**config.mk**
```make
export PLATFORM = sky130hd
export DESIGN_NAME = multicycle_ctrl
export DESIGN_NICKNAME = d
export VERILOG_FILES = /design/src/rtl/cpu_ctrl_pkg.sv /design/src/rtl/retire_counter.sv /design/src/rtl/multicycle_ctrl.sv
export SDC_FILE = /design/constraint.sdc
export NUM_CORES = 1
export LEC_CHECK = 0
export CAP_MARGIN = 20
export CORE_AREA = 3 3 77 79
export DETAILED_ROUTE_END_ITERATION = 10
export DIE_AREA = 0 0 80 82
export DONT_BUFFER_PORTS = 1
export GPL_TIMING_DRIVEN = 0
export PLACE_DENSITY = 0.67
export SETUP_SLACK_MARGIN = 0.15
export SYNTH_ARGS = -nofsm -noshare
export SYNTH_HDL_FRONTEND = slang
export SYNTH_SLANG_ARGS = --single-unit
```
**constraint.sdc**
```tcl
create_clock -name clk_i -period 4.3 [get_ports clk_i]
set_input_delay 0.86 -clock clk_i [delete_from_list [all_inputs] [get_ports clk_i]]
set_output_delay 0.86 -clock clk_i [all_outputs]
set_load 0.005 [all_outputs]
```
**src/rtl/cpu_ctrl_pkg.sv**
```systemverilog
// Shared definitions for the multicycle CPU controller: states, opcodes,
// datapath select encodings and the decode dispatch helper.
package cpu_ctrl_pkg;

  typedef enum logic [3:0] {
    FETCH    = 4'd0,
    DECODE   = 4'd1,
    EXEC_R   = 4'd2,
    EXEC_I   = 4'd3,
    MEM_ADDR = 4'd4,
    MEM_RD   = 4'd5,
    MEM_WR   = 4'd6,
    WB_ALU   = 4'd7,
    WB_MEM   = 4'd8,
    BRANCH   = 4'd9,
    JAL      = 4'd10,
    JALR     = 4'd11,
    TRAP     = 4'd12
  } state_t;

  localparam logic [6:0] OP_RTYPE  = 7'b0110011;
  localparam logic [6:0] OP_ITYPE  = 7'b0010011;
  localparam logic [6:0] OP_LOAD   = 7'b0000011;
  localparam logic [6:0] OP_STORE  = 7'b0100011;
  localparam logic [6:0] OP_BRANCH = 7'b1100011;
  localparam logic [6:0] OP_JAL    = 7'b1101111;
  localparam logic [6:0] OP_JALR   = 7'b1100111;

  localparam logic       ADDR_PC  = 1'b0;
  localparam logic       ADDR_ALU = 1'b1;

  localparam logic       PC_SRC_SEQ = 1'b0;
  localparam logic       PC_SRC_TGT = 1'b1;

  localparam logic [1:0] SRC_A_PC     = 2'd0;
  localparam logic [1:0] SRC_A_RS1    = 2'd1;
  localparam logic [1:0] SRC_A_OLD_PC = 2'd2;

  localparam logic [1:0] SRC_B_RT   = 2'd0;
  localparam logic [1:0] SRC_B_IMM  = 2'd1;
  localparam logic [1:0] SRC_B_FOUR = 2'd2;

  localparam logic [1:0] ALU_ADD   = 2'b00;
  localparam logic [1:0] ALU_SUB   = 2'b01;
  localparam logic [1:0] ALU_FUNCT = 2'b10;

  localparam logic [1:0] WB_SEL_ALU = 2'd0;
  localparam logic [1:0] WB_SEL_MEM = 2'd1;
  localparam logic [1:0] WB_SEL_PC4 = 2'd2;

  // Unrecognised opcodes land in TRAP straight from DECODE.
  function automatic state_t dispatch(input logic [6:0] opcode);
    case (opcode)
      OP_RTYPE:          return EXEC_R;
      OP_ITYPE:          return EXEC_I;
      OP_LOAD, OP_STORE: return MEM_ADDR;
      OP_BRANCH:         return BRANCH;
      OP_JAL:            return JAL;
      OP_JALR:           return JALR;
      default:           return TRAP;
    endcase
  endfunction

endpackage

```
**src/rtl/retire_counter.sv**
```systemverilog
// 32-bit retired-instruction counter; wraps naturally, clears on async reset.
module retire_counter #(
  parameter logic [31:0] INIT = 32'h0
) (
  input  logic        clk,
  input  logic        rst_n,
  input  logic        en,
  output logic [31:0] count
);

  always_ff @(posedge clk or negedge rst_n) begin
    if (!rst_n)
      count <= INIT;
    else if (en)
      count <= count + 32'd1;
  end

endmodule

```
**src/rtl/multicycle_ctrl.sv**
```systemverilog
// Multicycle RISC-V style control FSM with memory-wait timeout, sticky trap
// and a retired-instruction counter.
module multicycle_ctrl
  import cpu_ctrl_pkg::*;
#(
  parameter int unsigned MEM_WAIT_MAX    = 15,
  parameter logic [31:0] RETIRE_CNT_INIT = 32'h0
) (
  input  logic        clk_i,
  input  logic        rst_i,
  input  logic [6:0]  opcode_i,
  input  logic        zero_i,
  input  logic        mem_ready_i,
  output logic        mem_read_o,
  output logic        mem_write_o,
  output logic        i_or_d_o,
  output logic        ir_write_o,
  output logic        pc_write_o,
  output logic        pc_src_o,
  output logic        reg_write_o,
  output logic [1:0]  alu_src_a_o,
  output logic [1:0]  alu_src_b_o,
  output logic [1:0]  alu_op_o,
  output logic [1:0]  wb_sel_o,
  output logic        retire_o,
  output logic [31:0] retired_cnt_o,
  output logic        trap_o,
  output logic [3:0]  state_o
);

  localparam logic [7:0] WAIT_LIMIT = MEM_WAIT_MAX[7:0];

  state_t     state;
  state_t     next_state;
  logic       started;
  logic [7:0] wait_cnt;
  logic       mem_req;
  logic       timeout;

  assign mem_req = mem_read_o | mem_write_o;
  assign timeout = (wait_cnt == WAIT_LIMIT) && !mem_ready_i;

  // started keeps every enable low until the first clock after reset release.
  always_ff @(posedge clk_i or negedge rst_i) begin
    if (!rst_i) begin
      state    <= FETCH;
      started  <= 1'b0;
      wait_cnt <= 8'd0;
    end else begin
      started <= 1'b1;
      if (started)
        state <= next_state;
      if (!started || next_state != state)
        wait_cnt <= 8'd0;
      else if (mem_req && !mem_ready_i)
        wait_cnt <= wait_cnt + 8'd1;
    end
  end

  always_comb begin
    next_state  = state;
    mem_read_o  = 1'b0;
    mem_write_o = 1'b0;
    i_or_d_o    = ADDR_PC;
    ir_write_o  = 1'b0;
    pc_write_o  = 1'b0;
    pc_src_o    = PC_SRC_SEQ;
    reg_write_o = 1'b0;
    alu_src_a_o = SRC_A_PC;
    alu_src_b_o = SRC_B_RT;
    alu_op_o    = ALU_ADD;
    wb_sel_o    = WB_SEL_ALU;
    retire_o    = 1'b0;
    trap_o      = 1'b0;
    if (started) begin
      case (state)
        FETCH: begin
          mem_read_o  = 1'b1;
          i_or_d_o    = ADDR_PC;
          alu_src_a_o = SRC_A_PC;
          alu_src_b_o = SRC_B_FOUR;
          alu_op_o    = ALU_ADD;
          pc_src_o    = PC_SRC_SEQ;
          if (mem_ready_i) begin
            ir_write_o = 1'b1;
            pc_write_o = 1'b1;
            next_state = DECODE;
          end else if (timeout) begin
            next_state = TRAP;
          end
        end
        DECODE: begin
          alu_src_a_o = SRC_A_OLD_PC;
          alu_src_b_o = SRC_B_IMM;
          alu_op_o    = ALU_ADD;
          next_state  = dispatch(opcode_i);
        end
        EXEC_R: begin
          alu_src_a_o = SRC_A_RS1;
          alu_src_b_o = SRC_B_RT;
          alu_op_o    = ALU_FUNCT;
          next_state  = WB_ALU;
        end
        EXEC_I: begin
          alu_src_a_o = SRC_A_RS1;
          alu_src_b_o = SRC_B_IMM;
          alu_op_o    = ALU_FUNCT;
          next_state  = WB_ALU;
        end
        WB_ALU: begin
          reg_write_o = 1'b1;
          wb_sel_o    = WB_SEL_ALU;
          retire_o    = 1'b1;
          next_state  = FETCH;
        end
        MEM_ADDR: begin
          alu_src_a_o = SRC_A_RS1;
          alu_src_b_o = SRC_B_IMM;
          alu_op_o    = ALU_ADD;
          next_state  = (opcode_i == OP_LOAD) ? MEM_RD : MEM_WR;
        end
        MEM_RD: begin
          mem_read_o = 1'b1;
          i_or_d_o   = ADDR_ALU;
          if (mem_ready_i)
            next_state = WB_MEM;
          else if (timeout)
            next_state = TRAP;
        end
        WB_MEM: begin
          reg_write_o = 1'b1;
          wb_sel_o    = WB_SEL_MEM;
          retire_o    = 1'b1;
          next_state  = FETCH;
        end
        MEM_WR: begin
          mem_write_o = 1'b1;
          i_or_d_o    = ADDR_ALU;
          if (mem_ready_i) begin
            retire_o   = 1'b1;
            next_state = FETCH;
          end else if (timeout) begin
            next_state = TRAP;
          end
        end
        BRANCH: begin
          alu_src_a_o = SRC_A_RS1;
          alu_src_b_o = SRC_B_RT;
          alu_op_o    = ALU_SUB;
          pc_src_o    = PC_SRC_TGT;
          pc_write_o  = zero_i;
          retire_o    = 1'b1;
          next_state  = FETCH;
        end
        JAL, JALR: begin
          reg_write_o = 1'b1;
          wb_sel_o    = WB_SEL_PC4;
          pc_write_o  = 1'b1;
          pc_src_o    = PC_SRC_TGT;
          alu_src_a_o = (state == JALR) ? SRC_A_RS1 : SRC_A_OLD_PC;
          alu_src_b_o = SRC_B_IMM;
          retire_o    = 1'b1;
          next_state  = FETCH;
        end
        TRAP: begin
          trap_o     = 1'b1;
          next_state = TRAP;
        end
        default: begin
          next_state = TRAP;
        end
      endcase
    end
  end

  assign state_o = state;

  retire_counter #(
    .INIT (RETIRE_CNT_INIT)
  ) u_retire_counter (
    .clk   (clk_i),
    .rst_n (rst_i),
    .en    (retire_o),
    .count (retired_cnt_o)
  );

endmodule
```
==> impl_metrics.tcl <==
set metrics [dict create \
    outcome "finished clean" \
    drive_gt1_share_pct 9.01 \
    antenna_cells 0 \
    path_clk_slew_ns 0.08 \
    numCtsBuffers 5 \
    fin_util_pct 55.3 \
    io_buffers 0 \
    syn_area_sq_mm 0.00280 \
    start_util_pct 51.9 \
    yosys-top-cells-area "dfrtp_1 (40%), xor2_1 (7.8%), nor3_1 (4.8%)" \
    finClkSkew_ns 0.0119 \
    p_leak_nw 1.33 \
    track_usage_pct 20.7 \
    required_ns 3.44 \
    slowest_delay_ns 0.41 \
    die_w_um 80 \
    synth_enable_flop_cells 0 \
    ys_ff_latch 45 \
    p_total_w 0.00137 \
    cts.repair.resized 0 \
    fp.dieArea_sq_mm 0.00656 \
    fin_nets 334 \
    worst_path_max_delay_cell "dfrtp_1" \
    ios 64 \
    drtAntennaViolNets 0 \
    rsz0062_at_grt "no" \
    critPathArrivalTime_ns 1.88 \
    die-height_um 82 \
    min_period_over_period_pct 63.7 \
    setup_viol 0 \
    grt_overflow 0 \
    maxCapViolCount 0 \
    cts_setup_buffers 0 \
    synth_top_area_cell "dfrtp_1" \
    hp-class "in -> async" \
    syn_nets 327 \
    post_drt_wl_per_cell_um 16.4 \
    htree_levels 2 \
    start_kind "register" \
    drc 0 \
    path_class "reg -> out" \
    reg2reg_depth 6 \
    drtIter0Drc 127 \
    synth_cells 314 \
    dp_hpwl_um 4780 \
    timing.fmax_mhz 365 \
    gp_congestion 0.885 \
    grt_pass1_vias 2199 \
    grt_pass1_wl_um 10800 \
    cts_tree "yes" \
    synth_seq_area_share_pct 40.2 \
    reg2reg_from "state_o[1]$_DFFE_PN0P_" \
    fp-row-count 27 \
    slew_headroom_pct 53.3 \
    clockBufferDepth 2 \
    finalSetupTns_ns 0 \
    yosysWarnings 0 \
    synth_commonest_cells "dfrtp_1 (45), nor2_1 (27), nor3_1 (27), nand2_1 (26), xor2_1 (25)" \
    cts_sinks 45 \
    synth_most_common_cell "dfrtp_1" \
    ctsHoldBuffers 0 \
    root_buffer "clkbuf_8" \
    crit_family "simple AND/OR/NAND/NOR gates" \
    ys.flop_type "dfrtp_1" \
    num_vias 2312 \
    worst_setup_path_end_kind "output pin" \
    first_pass_iters 4 \
    p_per_area_mw_per_mm2 458 \
    drt-vias-per-instance 5.87 \
    async_flop_share_pct 100 \
    antenna_found_initial 0 \
    clock_latency_ns 0.30 \
    n_fill_cell 501 \
    path_cells "buf_2 > buf_2 > nor2_1 > and3_1 > and2_1" \
    tightest_slew_ns 0.701 \
    reg2reg_to "wait_cnt[3]$_DFFE_PN0P_" \
    synthToLayoutAreaGrowth_pct 6.65 \
    synth_cell_types 60 \
    critPathMaxFanout 10 \
    maxSlewViolCount 0 \
    fin_crit_ns 2.74 \
    synth_top_cell_area_share_pct 40.2 \
    r2r_slack_ns 2.12 \
    drt-total-wl_um 6470 \
    syn_area_per_cell_sq_um 8.93 \
    core_sq_mm 0.00541 \
    path_buf_inv 2 \
    grt_max_degree 46 \
    vdd_drop_max_v 0.000298 \
    crit_top_cell "buf_2" \
    hold_viol 0 \
]
==> per-stage QoR <==
| step | cell area [sq um] | instances | hold WS [ns] | setup slack, ns |
|---|---|---|---|---|
| final | 2990 | 394 | 0.251 | 1.56 |
| after floorplan | 2800 | 314 | 0.465 | 1.83 |
| after CTS | 2990 | 394 | 0.240 | 1.57 |
| after global routing | 2990 | 394 | 0.223 | 1.45 |
| after global placement | 2890 | 386 | 0.489 | 1.66 |
| after detailed placement | 2890 | 386 | 0.492 | 1.64 |
==> layout by cell type, fill, tap and decap left out, drive strengths merged, types with 3 or more instances in the layout <==
cell type / Yosys / layout
dfrtp: 45 / 45
nor3: 27 / 27
nor2: 27 / 27
nand2: 26 / 26
xor2: 25 / 25
nand3: 15 / 15
xnor2: 15 / 15
nor4: 15 / 15
inv: 11 / 11
o21ai: 11 / 11
a21oi: 10 / 10
buf: 10 / 10
clkbuf: 4 / 10
nand4: 9 / 9
and3: 8 / 8
and2: 6 / 6
nand2b: 3 / 3
or3: 3 / 3
and4: 3 / 3
clkinv: 1 / 3
==> registers in the layout, summed over array words and instances, names as in the netlist <==
register	flops
started	1
u_retire_counter.count	32
wait_cnt	8
state_o	4
==> power by group <==
part           internal, W  switching [W]  leakage (nW)  total [W]
registers         0.000462      0.0000691         0.588   0.000531
logic             0.000211       0.000358         0.692   0.000568
clock network     0.000130       0.000139        0.0512   0.000269
total             0.000803       0.000566          1.33    0.00137
==> cell type report <==
type / count / area, sq um / area share (%)
tap: 72 / 90.1 / 3.01
clock inverter: 2 / 13.8 / 0.460
multi-input combinational: 243 / 1560 / 52.1
clock buffer: 6 / 82.6 / 2.76
sequential: 45 / 1130 / 37.7
buffer: 14 / 76.3 / 2.55
inverter: 12 / 45.0 / 1.51
==> worst max path at each step <==
stage / to / from / cells after the start / slack [ns]
after floorplan: retire_o / mem_ready_i / 5 / 1.83
after global placement: retire_o / mem_ready_i / 5 / 1.66
after detailed placement: retire_o / mem_ready_i / 5 / 1.64
after CTS: ir_write_o / state_o[1]$_DFFE_PN0P_ / 5 / 1.57
after global routing: pc_write_o / state_o[0]$_DFFE_PN0P_ / 6 / 1.45
final: ir_write_o / state_o[1]$_DFFE_PN0P_ / 5 / 1.56
==> routing by layer <==
| layer | part of all wire (%) | track usage [%] |
|---|---|---|
| met5 | 0 | 0 |
| met4 | 1.2 | 5.07 |
| met3 | 6.5 | 5.04 |
| met2 | 46 | 33.5 |
| met1 | 46 | 28.2 |
==> kinds of logic after synthesis <==
group | after synthesis | share of synthesized area [%]
other cells | 1 | 0.134
flops | 45 | 40.2
compound gates | 41 | 10.4
mux | 2 | 0.759
xor+xnor | 40 | 12.8
buf+inv | 26 | 4.33
fa+ha+maj | 3 | 1.25
simple gates | 156 | 30.3
Power figures use the tool's default switching activity.
